--- config.mk ---
export PLATFORM = sky130hd
export DESIGN_NAME = ad9361_spi_responder
export DESIGN_NICKNAME = d
export VERILOG_FILES = /design/src/rtl/ad9361_spi_pkg.sv /design/src/rtl/spi_in_sync.sv /design/src/rtl/ad9361_spi_responder.sv
export SDC_FILE = /design/constraint.sdc
export NUM_CORES = 1
export LEC_CHECK = 0
export CORE_MARGIN = 4
export CORE_UTILIZATION = 50
export CTS_CLUSTER_SIZE = 24
export DETAILED_ROUTE_END_ITERATION = 6
export DONT_BUFFER_PORTS = 1
export GPL_TIMING_DRIVEN = 0
export PLACE_DENSITY = 0.68
export RECOVER_POWER = 50
export SLEW_MARGIN = 20
export SYNTH_ARGS = -nofsm -noshare
export SYNTH_HDL_FRONTEND = slang
export SYNTH_HIERARCHICAL = 1
export SYNTH_SLANG_ARGS = --single-unit
--- constraint.sdc ---
create_clock -name clk -period 1.9 [get_ports clk]
set_clock_uncertainty 0.1 [all_clocks]
set_input_delay 0.095 -clock clk [delete_from_list [all_inputs] [get_ports clk]]
set_output_delay 0.095 -clock clk [all_outputs]
set_load 0.02 [all_outputs]
--- src/rtl/ad9361_spi_pkg.sv ---
// Shared types and instruction-word layout for the AD9361-format SPI responder.
package ad9361_spi_pkg;

    typedef enum logic [2:0] {
        ST_IDLE,
        ST_INSTR,
        ST_WDATA,
        ST_RDATA,
        ST_DONE
    } state_t;

    localparam int INSTR_RW_BIT = 15;
    localparam int INSTR_NB_MSB = 14;
    localparam int INSTR_NB_LSB = 12;
    localparam int INSTR_LEN    = 16;

endpackage

--- src/rtl/spi_in_sync.sv ---
// Synchronizes the asynchronous SPI pins into clk and derives one-cycle edge pulses
// for sclk and csn from the synchronized copies.
module spi_in_sync #(
    parameter int SYNC_STAGES = 2
) (
    input  logic clk,
    input  logic rst,
    input  logic spi_sclk,
    input  logic spi_csn,
    input  logic spi_mosi,
    output logic sclk_rise,
    output logic sclk_fall,
    output logic csn_rise,
    output logic csn_fall,
    output logic mosi
);

    logic [SYNC_STAGES-1:0] sclk_ff;
    logic [SYNC_STAGES-1:0] csn_ff;
    logic [SYNC_STAGES-1:0] mosi_ff;
    logic                   sclk_q;
    logic                   csn_q;

    // csn chain resets high so leaving reset never fabricates a select edge
    always_ff @(posedge clk or posedge rst) begin
        if (rst) begin
            sclk_ff <= '0;
            csn_ff  <= '1;
            mosi_ff <= '0;
            sclk_q  <= 1'b0;
            csn_q   <= 1'b1;
        end else begin
            sclk_ff <= {sclk_ff[SYNC_STAGES-2:0], spi_sclk};
            csn_ff  <= {csn_ff[SYNC_STAGES-2:0], spi_csn};
            mosi_ff <= {mosi_ff[SYNC_STAGES-2:0], spi_mosi};
            sclk_q  <= sclk_ff[SYNC_STAGES-1];
            csn_q   <= csn_ff[SYNC_STAGES-1];
        end
    end

    assign sclk_rise = sclk_ff[SYNC_STAGES-1] & ~sclk_q;
    assign sclk_fall = ~sclk_ff[SYNC_STAGES-1] & sclk_q;
    assign csn_rise  = csn_ff[SYNC_STAGES-1] & ~csn_q;
    assign csn_fall  = ~csn_ff[SYNC_STAGES-1] & csn_q;
    assign mosi      = mosi_ff[SYNC_STAGES-1];

endmodule

--- src/rtl/ad9361_spi_responder.sv ---
// AD9361-format SPI responder: decodes a 16-bit instruction plus 1..8 data bytes and
// turns them into strobed accesses on an external 8-bit register space.
module ad9361_spi_responder
    import ad9361_spi_pkg::*;
#(
    parameter int SYNC_STAGES = 2,
    parameter int ADDR_W      = 10
) (
    input  logic              clk,
    input  logic              rst,
    input  logic              spi_sclk,
    input  logic              spi_csn,
    input  logic              spi_mosi,
    output logic              spi_miso,
    output logic              spi_miso_oe,
    output logic              reg_wr_en,
    output logic              reg_rd_en,
    output logic [ADDR_W-1:0] reg_addr,
    output logic [7:0]        reg_wdata,
    input  logic [7:0]        reg_rdata,
    output logic              busy,
    output logic              xfer_done,
    output logic              xfer_abort
);

    logic sclk_rise, sclk_fall, csn_rise, csn_fall, mosi_s;

    spi_in_sync #(.SYNC_STAGES(SYNC_STAGES)) u_sync (
        .clk       (clk),
        .rst       (rst),
        .spi_sclk  (spi_sclk),
        .spi_csn   (spi_csn),
        .spi_mosi  (spi_mosi),
        .sclk_rise (sclk_rise),
        .sclk_fall (sclk_fall),
        .csn_rise  (csn_rise),
        .csn_fall  (csn_fall),
        .mosi      (mosi_s)
    );

    state_t                 state, state_n;
    logic [3:0]             bit_cnt;
    logic [2:0]             byte_cnt;
    logic [2:0]             nb;
    logic [INSTR_LEN-2:0]   shift_in;
    logic [7:0]             shift_out;
    logic [ADDR_W-1:0]      addr;
    logic                   rd_pend;
    logic                   done_arm;

    assign reg_addr = addr;
    assign busy     = (state != ST_IDLE);

    always_ff @(posedge clk or posedge rst) begin
        if (rst) state <= ST_IDLE;
        else     state <= state_n;
    end

    // shift_in holds the first 15 instruction bits when the 16th arrives on mosi_s
    always_comb begin
        state_n = state;
        if (csn_rise) begin
            state_n = ST_IDLE;
        end else begin
            case (state)
                ST_IDLE:  if (csn_fall) state_n = ST_INSTR;
                ST_INSTR: if (sclk_rise && bit_cnt == 4'(INSTR_LEN - 1))
                              state_n = shift_in[INSTR_RW_BIT-1] ? ST_WDATA : ST_RDATA;
                ST_WDATA,
                ST_RDATA: if (sclk_rise && bit_cnt == 4'd7 && byte_cnt == nb)
                              state_n = ST_DONE;
                default:  state_n = state;
            endcase
        end
    end

    always_ff @(posedge clk or posedge rst) begin
        if (rst) begin
            bit_cnt     <= '0;
            byte_cnt    <= '0;
            nb          <= '0;
            shift_in    <= '0;
            shift_out   <= '0;
            addr        <= '0;
            rd_pend     <= 1'b0;
            done_arm    <= 1'b0;
            reg_wr_en   <= 1'b0;
            reg_rd_en   <= 1'b0;
            reg_wdata   <= '0;
            xfer_done   <= 1'b0;
            xfer_abort  <= 1'b0;
            spi_miso    <= 1'b0;
            spi_miso_oe <= 1'b0;
        end else begin
            reg_wr_en  <= 1'b0;
            reg_rd_en  <= 1'b0;
            xfer_abort <= 1'b0;
            xfer_done  <= done_arm;
            done_arm   <= 1'b0;
            rd_pend    <= reg_rd_en;
            if (rd_pend) shift_out <= reg_rdata;
            // step to the next (descending) address once the current strobe is out
            if (reg_wr_en || reg_rd_en) addr <= addr - ADDR_W'(1);

            if (csn_rise) begin
                if (state != ST_IDLE) begin
                    xfer_abort  <= (state != ST_DONE);
                    spi_miso_oe <= 1'b0;
                    spi_miso    <= 1'b0;
                    bit_cnt     <= '0;
                    byte_cnt    <= '0;
                end
            end else begin
                case (state)
                    ST_IDLE: begin
                        if (csn_fall) begin
                            bit_cnt  <= '0;
                            byte_cnt <= '0;
                            shift_in <= '0;
                        end
                    end
                    ST_INSTR: begin
                        if (sclk_rise) begin
                            shift_in <= {shift_in[INSTR_LEN-3:0], mosi_s};
                            bit_cnt  <= bit_cnt + 4'd1;
                            if (bit_cnt == 4'(INSTR_LEN - 1)) begin
                                bit_cnt   <= '0;
                                nb        <= shift_in[INSTR_NB_MSB-1:INSTR_NB_LSB-1];
                                addr      <= {shift_in[ADDR_W-2:0], mosi_s};
                                reg_rd_en <= ~shift_in[INSTR_RW_BIT-1];
                            end
                        end
                    end
                    ST_WDATA: begin
                        if (sclk_rise) begin
                            shift_in <= {shift_in[INSTR_LEN-3:0], mosi_s};
                            bit_cnt  <= bit_cnt + 4'd1;
                            if (bit_cnt == 4'd7) begin
                                bit_cnt   <= '0;
                                byte_cnt  <= byte_cnt + 3'd1;
                                reg_wr_en <= 1'b1;
                                reg_wdata <= {shift_in[6:0], mosi_s};
                                done_arm  <= (byte_cnt == nb);
                            end
                        end
                    end
                    ST_RDATA: begin
                        if (sclk_fall) begin
                            spi_miso_oe <= 1'b1;
                            spi_miso    <= shift_out[7];
                            shift_out   <= {shift_out[6:0], 1'b0};
                        end
                        if (sclk_rise) begin
                            bit_cnt <= bit_cnt + 4'd1;
                            if (bit_cnt == 4'd7) begin
                                bit_cnt  <= '0;
                                byte_cnt <= byte_cnt + 3'd1;
                                if (byte_cnt == nb) xfer_done <= 1'b1;
                                else                reg_rd_en <= 1'b1;
                            end
                        end
                    end
                    ST_DONE: begin
                        if (sclk_fall) spi_miso <= 1'b0;
                    end
                    default: ;
                endcase
            end
        end
    end

endmodule
# == After elaboration in Yosys (flattened, before gate mapping) ==
# Index checks and enable logic that the tools add are counted.
# op_classes
eq_ne,19
muxes,62
magnitude_cmp,0
bitwise_logic,10
n_mul,0
addsub,3
shifts,0
reduce_logical,22
n_div,0
# ops
operator,count
$mux W10,5
$mux W8,4
$mux W15,2
$pmux W15 S2,1
$mux W1,29
$mux W4,7
$mux W3,9
$reduce_and A4 Y1,5
$ne A3 B3 Y1 const B,6
$pmux W4 S3,1
$reduce_and A5 Y1,2
$sub A10 B1 Y10 const B,1
$ne A3 B1 Y1 const B,3
$pmux W3 S3,1
$reduce_bool A3 Y1,3
$eq A3 B2 Y1 const B,2
$not A1 Y1,6
$pmux W3 S2,1
$reduce_bool A2 Y1,3
$add A4 B1 Y4 const B,1
$and A1 B1 Y1,4
$eq A4 B3 Y1 const B,1
$eq A4 B4 Y1 const B,1
$ne A2 B2 Y1 const B,2
12 further kinds,16
# word_totals
word_cells,137
inputBits,13
register_bits,70
ramBits,0
rom_bits,0
latchBits,0
n_memories,0

# == Longest topological paths before layout ==
# depth
ltp_word,7
depth_mapped,8
mapped_depth_nobuf,7

# == Cells and area by module ==
# The synthesis kept the hierarchy.
# by_module_without_submodules
mod,instances,seq_area_each_um2,cells_each,area_each_um2
ad9361_spi_responder,1,1551.5,292,3034.2
spi_in_sync,1,203.9,13,242.7

# == Worst setup path after synthesis ==
# Ideal clock, no wire load.
# synth_path
kind,reg2reg
startpoint,reg u_sync.csn_q
endpoint,reg nb[0]
path_stages_with_launch,6
setup_time_ns,0.125
synth_period_minus_slack_ns,1.900
t_arrival_ns,1.675
path_buffers,1
slack_ns,0.000
cell_sequence,dfstp_2 > and2b_2 > buf_6 > nor4_4 > nand3b_4 > mux2_4
# synth_via
elab_chain_cells,4
# synth_rtl
item,line_no,text
from (decl),spi_in_sync.sv:22,logic csn_q;
from (signal assigned),spi_in_sync.sv:37,csn_q <= csn_ff[SYNC_STAGES-1];
$not A1 Y1,spi_in_sync.sv:43,assign csn_rise = csn_ff[SYNC_STAGES-1] & ~csn_q;
$and A1 B1 Y1,spi_in_sync.sv:43,
via csn_rise,ad9361_spi_responder.sv:26,"logic sclk_rise, sclk_fall, csn_rise, csn_fall, mosi_s;"
$not A1 Y1 (no source line),-,
$reduce_and A4 Y1 (no source line),-,
to (signal assigned),ad9361_spi_responder.sv:128,nb <= shift_in[INSTR_NB_MSB-1:INSTR_NB_LSB-1];
to (decl),ad9361_spi_responder.sv:44,logic [2:0] nb;
# The timed path passes the listed nets, and every way through them passes these cells.
# A chain may end at the register's enable or synchronous reset.

# == Worst setup path after layout ==
# Same ends and word-level chain as after synthesis.

==> reports/summary.txt <==
RUN STATUS
------------------------------------------------------------------------------------
Outcome ............................................................... finished with violations
Failing checks ........................................................ setup timing

TIMING
------------------------------------------------------------------------------------
Transition time at the pin with the least slew margin .................       699 ps
RSZ-0062 raised after global routing ..................................         true
Number of slew-limit violations in the final report ...................            0
Aggregate negative setup slack ........................................     -94.5 ps
Finish-stage setup viols ..............................................            5
Worst Setup Slack, final ..............................................     -32.0 ps
Max Fclk ..............................................................      518 MHz
Headroom to the max-slew limit ........................................        53.4%
Min Clock Period, post-route ..........................................      1930 ps
Final Hold Violating Endpoints ........................................            0
Final period utilization ..............................................         102%

POWER
------------------------------------------------------------------------------------
Power per standard cell area ..........................................  775 mW/mm^2
IR Drop Worst-Case VDD ................................................     0.477 mV
Overall power of the completed layout .................................    0.00296 W
Lkg Pwr ...............................................................      1.81 nW

CLOCK NETWORK
------------------------------------------------------------------------------------
Num CTS Buffers .......................................................            9
CTS clk-pin slew, worst paths .........................................        70 ps
Buffer cell driving the clock tree root ............................... sky130_fd_sc_hd__clkbuf_8
Clk sinks .............................................................           70
Clock latency on the worst-skew pair ..................................       350 ps
Bufs on Longest Clock Path ............................................            2
Clock H-tree levels ...................................................            3
TritonCTS clock tree ..................................................        built

GLOBAL ROUTE
------------------------------------------------------------------------------------
Wire length of the first global-routing pass ..........................      10.4 mm
Pin count of the biggest net entering global routing ..................           53
Total GRT Usage .......................................................        17.1%
Initial antenna violation count .......................................            0
Via count of the first global-routing pass ............................         2249
Grt total ovfl ........................................................            0

YOSYS
------------------------------------------------------------------------------------
Distinct cell type count after synthesis ..............................           50
Synthesized cell area ................................................. 0.00328 sq mm
Avg Cell Area, Syn ....................................................   10.7 sq um
Sequential element share of the synthesized area ......................        53.6%
Main flop type after synthesis ........................................ sky130_fd_sc_hd__dfrtp_1
Share of flip-flops with an asynchronous set or reset after synthesis .         100%
Synthesized Nets ......................................................          321
Number of flops mapped to enable cells by yosys .......................            0
Number of register bits inferred by synthesis .........................           70
Number of warning messages in the yosys log ...........................            6
Syn Inst Count ........................................................          305

FLOORPLANNING
------------------------------------------------------------------------------------
DIE AREA .............................................................. 0.00791 sq mm
Die height ............................................................      89.0 um
Effective utilization at floorplan ....................................        51.6%
Core Region ........................................................... 0.00635 sq mm
Site row count ........................................................           29
Floorplan die width ...................................................      89.0 um
Count of pins on the block boundary ...................................           38

PLACED DESIGN
------------------------------------------------------------------------------------
Area of placed instances .............................................. 0.00340 sq mm
Final weighted congestion in routability-driven placement .............        0.791
Number of buffers added on ports ......................................            0
Pre-CTS WS ............................................................      -103 ps
HPWL after detailed placement .........................................      4.37 mm

FINAL LAYOUT
------------------------------------------------------------------------------------
Growth of design area from synthesis to finish ........................        16.7%
Combined area of the multi-input logic cells .......................... 0.00145 sq mm
Register area ......................................................... 0.00176 sq mm
Post-route cell area .................................................. 0.00382 sq mm
Ant diodes ............................................................            0
Final core occ ........................................................        60.2%
Number of nets in the final layout ....................................          349
Commonest cells after routing, fill and taps aside .................... 67 x sky130_fd_sc_hd__dfrtp_1, 53 x sky130_fd_sc_hd__nand2_1, 18 x sky130_fd_sc_hd__a21oi_1
Count of filler cells inserted in the layout ..........................          533
Most common cell after layout, fill and taps aside .................... sky130_fd_sc_hd__dfrtp_1
Proportion of layout cells with a drive suffix above 1 ................        22.8%

SETUP PATH
------------------------------------------------------------------------------------
Number of cells on the worst reg-to-reg path ..........................            5
Endpoint of the worst-slack reg-to-reg timing path .................... nb[0]$_DFFE_PP0P_
Sort of element at the end of the critical path .......................    flip-flop
Max Fanout on Critical Path ...........................................            7
Buffering stage count on the worst path with inverters included .......            1
R2R setup slack .......................................................       -30 ps
Crit path launch type .................................................    flip-flop
Kind of cell adding the most delay to the critical path ............... simple AND/OR/NAND/NOR gates
Highest-delay cell along the critical path ............................ sky130_fd_sc_hd__dfstp_2
Req. time, crit path ..................................................      2030 ps
Signal arrival time at the worst endpoint .............................      2060 ps
Maximum cell stage delay along the critical path ......................       520 ps
Reg2Reg Launch Point .................................................. u_sync/csn_q$_DFF_PP1_
Critical path cell sequence ........................................... and2b_4 -> buf_8 -> nor4_4 -> nand3b_4 -> mux2_4
Worst Setup Path Type ................................................. flip-flop to flip-flop

ROUTE
------------------------------------------------------------------------------------
Number of antenna-violating nets in the routed design .................            0
Detailed Route Iter0 Violations .......................................          110
DR pass1 iterations ...................................................            5
Post-detailed-route DRC marker count ..................................            0
Overall via count from detail_route ...................................         2230
Routed length per placed instance .....................................      14.8 um
Post-detailed-routing wire length .....................................      6.13 mm
Via-to-Cell Ratio .....................................................         5.37

MIN PATH
------------------------------------------------------------------------------------
Hold Path Class ....................................................... primary input to async pin

FLOW RUN
------------------------------------------------------------------------------------
Max Cap Viol ..........................................................            0

-- synthesized netlist by cell type, types with 4 or more instances --
master / instances / area [sq um]
sky130_fd_sc_hd__dfrtp_1: 67 / 1680
sky130_fd_sc_hd__nand2_1: 53 / 199
sky130_fd_sc_hd__nor2_1: 20 / 75.1
sky130_fd_sc_hd__a21oi_1: 18 / 90.1
sky130_fd_sc_hd__nand3_1: 17 / 85.1
sky130_fd_sc_hd__o21ai_0: 15 / 75.1
sky130_fd_sc_hd__mux2_4: 11 / 165
sky130_fd_sc_hd__xor2_1: 11 / 96.3
sky130_fd_sc_hd__mux2i_1: 9 / 90.1
sky130_fd_sc_hd__inv_1: 7 / 26.3
sky130_fd_sc_hd__buf_2: 5 / 25.0
sky130_fd_sc_hd__and2b_2: 4 / 35.0
sky130_fd_sc_hd__buf_6: 4 / 45.0
-- metal layers --
layer	vias to the layer above	wire length (um)	GRT usage [%]	share of wire [%]
li1	1090	-	-	-
met1	1089	2840	22.7	46
met2	41	2880	26.8	47
met3	10	303	5.07	4.9
met4	0	104	6.50	1.7
met5	-	0	0	0
-- sequential cells by signal (all words and copies together), names as in the netlist, 2 cells and up --
register        count
shift_in           15
u_sync/csn_ff       2
state               3
u_sync/mosi_ff      2
byte_cnt            3
reg_addr           10
nb                  3
u_sync/sclk_ff      2
reg_wdata           8
bit_cnt             4
shift_out           8
-- what timing repair did --
action                                  CTS  global route
setup buffers                             2             2
pin swaps                                 1             1
hold buffers                             12             0
resized for setup                         4            23
endpoints found under the setup margin   31            36
cloned                                    0             1
endpoints found under the hold margin    81             0
-- power by group --
| part | switching, W | total (W) | internal, W |
|---|---|---|---|
| registers | 0.0000250 | 0.00154 | 0.00152 |
| logic | 0.000137 | 0.000217 | 0.0000799 |
| clock network | 0.000559 | 0.00120 | 0.000645 |
| total | 0.000720 | 0.00296 | 0.00224 |
-- worst max path at each step --
stage | from | end | slack (ps) | depth (start not counted)
floorplan | u_sync/csn_q$_DFF_PP1_ | nb[0]$_DFFE_PP0P_ | 4 | 5
global placement | rst | shift_out[3]$_DFF_PP0_ | -520 | 1
detailed placement | u_sync/csn_q$_DFF_PP1_ | reg_wdata[7]$_DFFE_PP0P_ | -100 | 6
CTS | u_sync/csn_q$_DFF_PP1_ | reg_wdata[7]$_DFFE_PP0P_ | -10 | 6
global route | u_sync/csn_q$_DFF_PP1_ | reg_addr[4]$_DFF_PP0_ | -80 | 7
finish | u_sync/csn_q$_DFF_PP1_ | nb[0]$_DFFE_PP0P_ | -30 | 5
-- through the flow --
step                std cells  hold slack (ps)
global placement          382             -164
floorplan                 305             -191
detailed placement        383             -207
CTS                       412             37.4
finish                    415             60.3
global route              415             85.6
-- cell type report --
| cell class | count | area share [%] |
|---|---|---|
| repair buffers | 18 | 4.51 |
| inverters | 7 | 0.720 |
| multi-input cells | 212 | 37.9 |
| clock buffers | 11 | 3.70 |
| flip-flops and latches | 70 | 45.9 |
| plain buffers | 15 | 3.24 |
| clock inverters | 5 | 1.50 |
| well taps | 77 | 2.52 |
-- logic make-up after synthesis --
logic type / share of synthesized area (%)
simple gates: 20.0
mux: 8.13
flops: 53.6
buf+inv: 4.43
xor+xnor: 3.74
fa+ha+maj: 1.15
compound gates: 8.97
No activity file was read; power rests on OpenSTA's default activity.
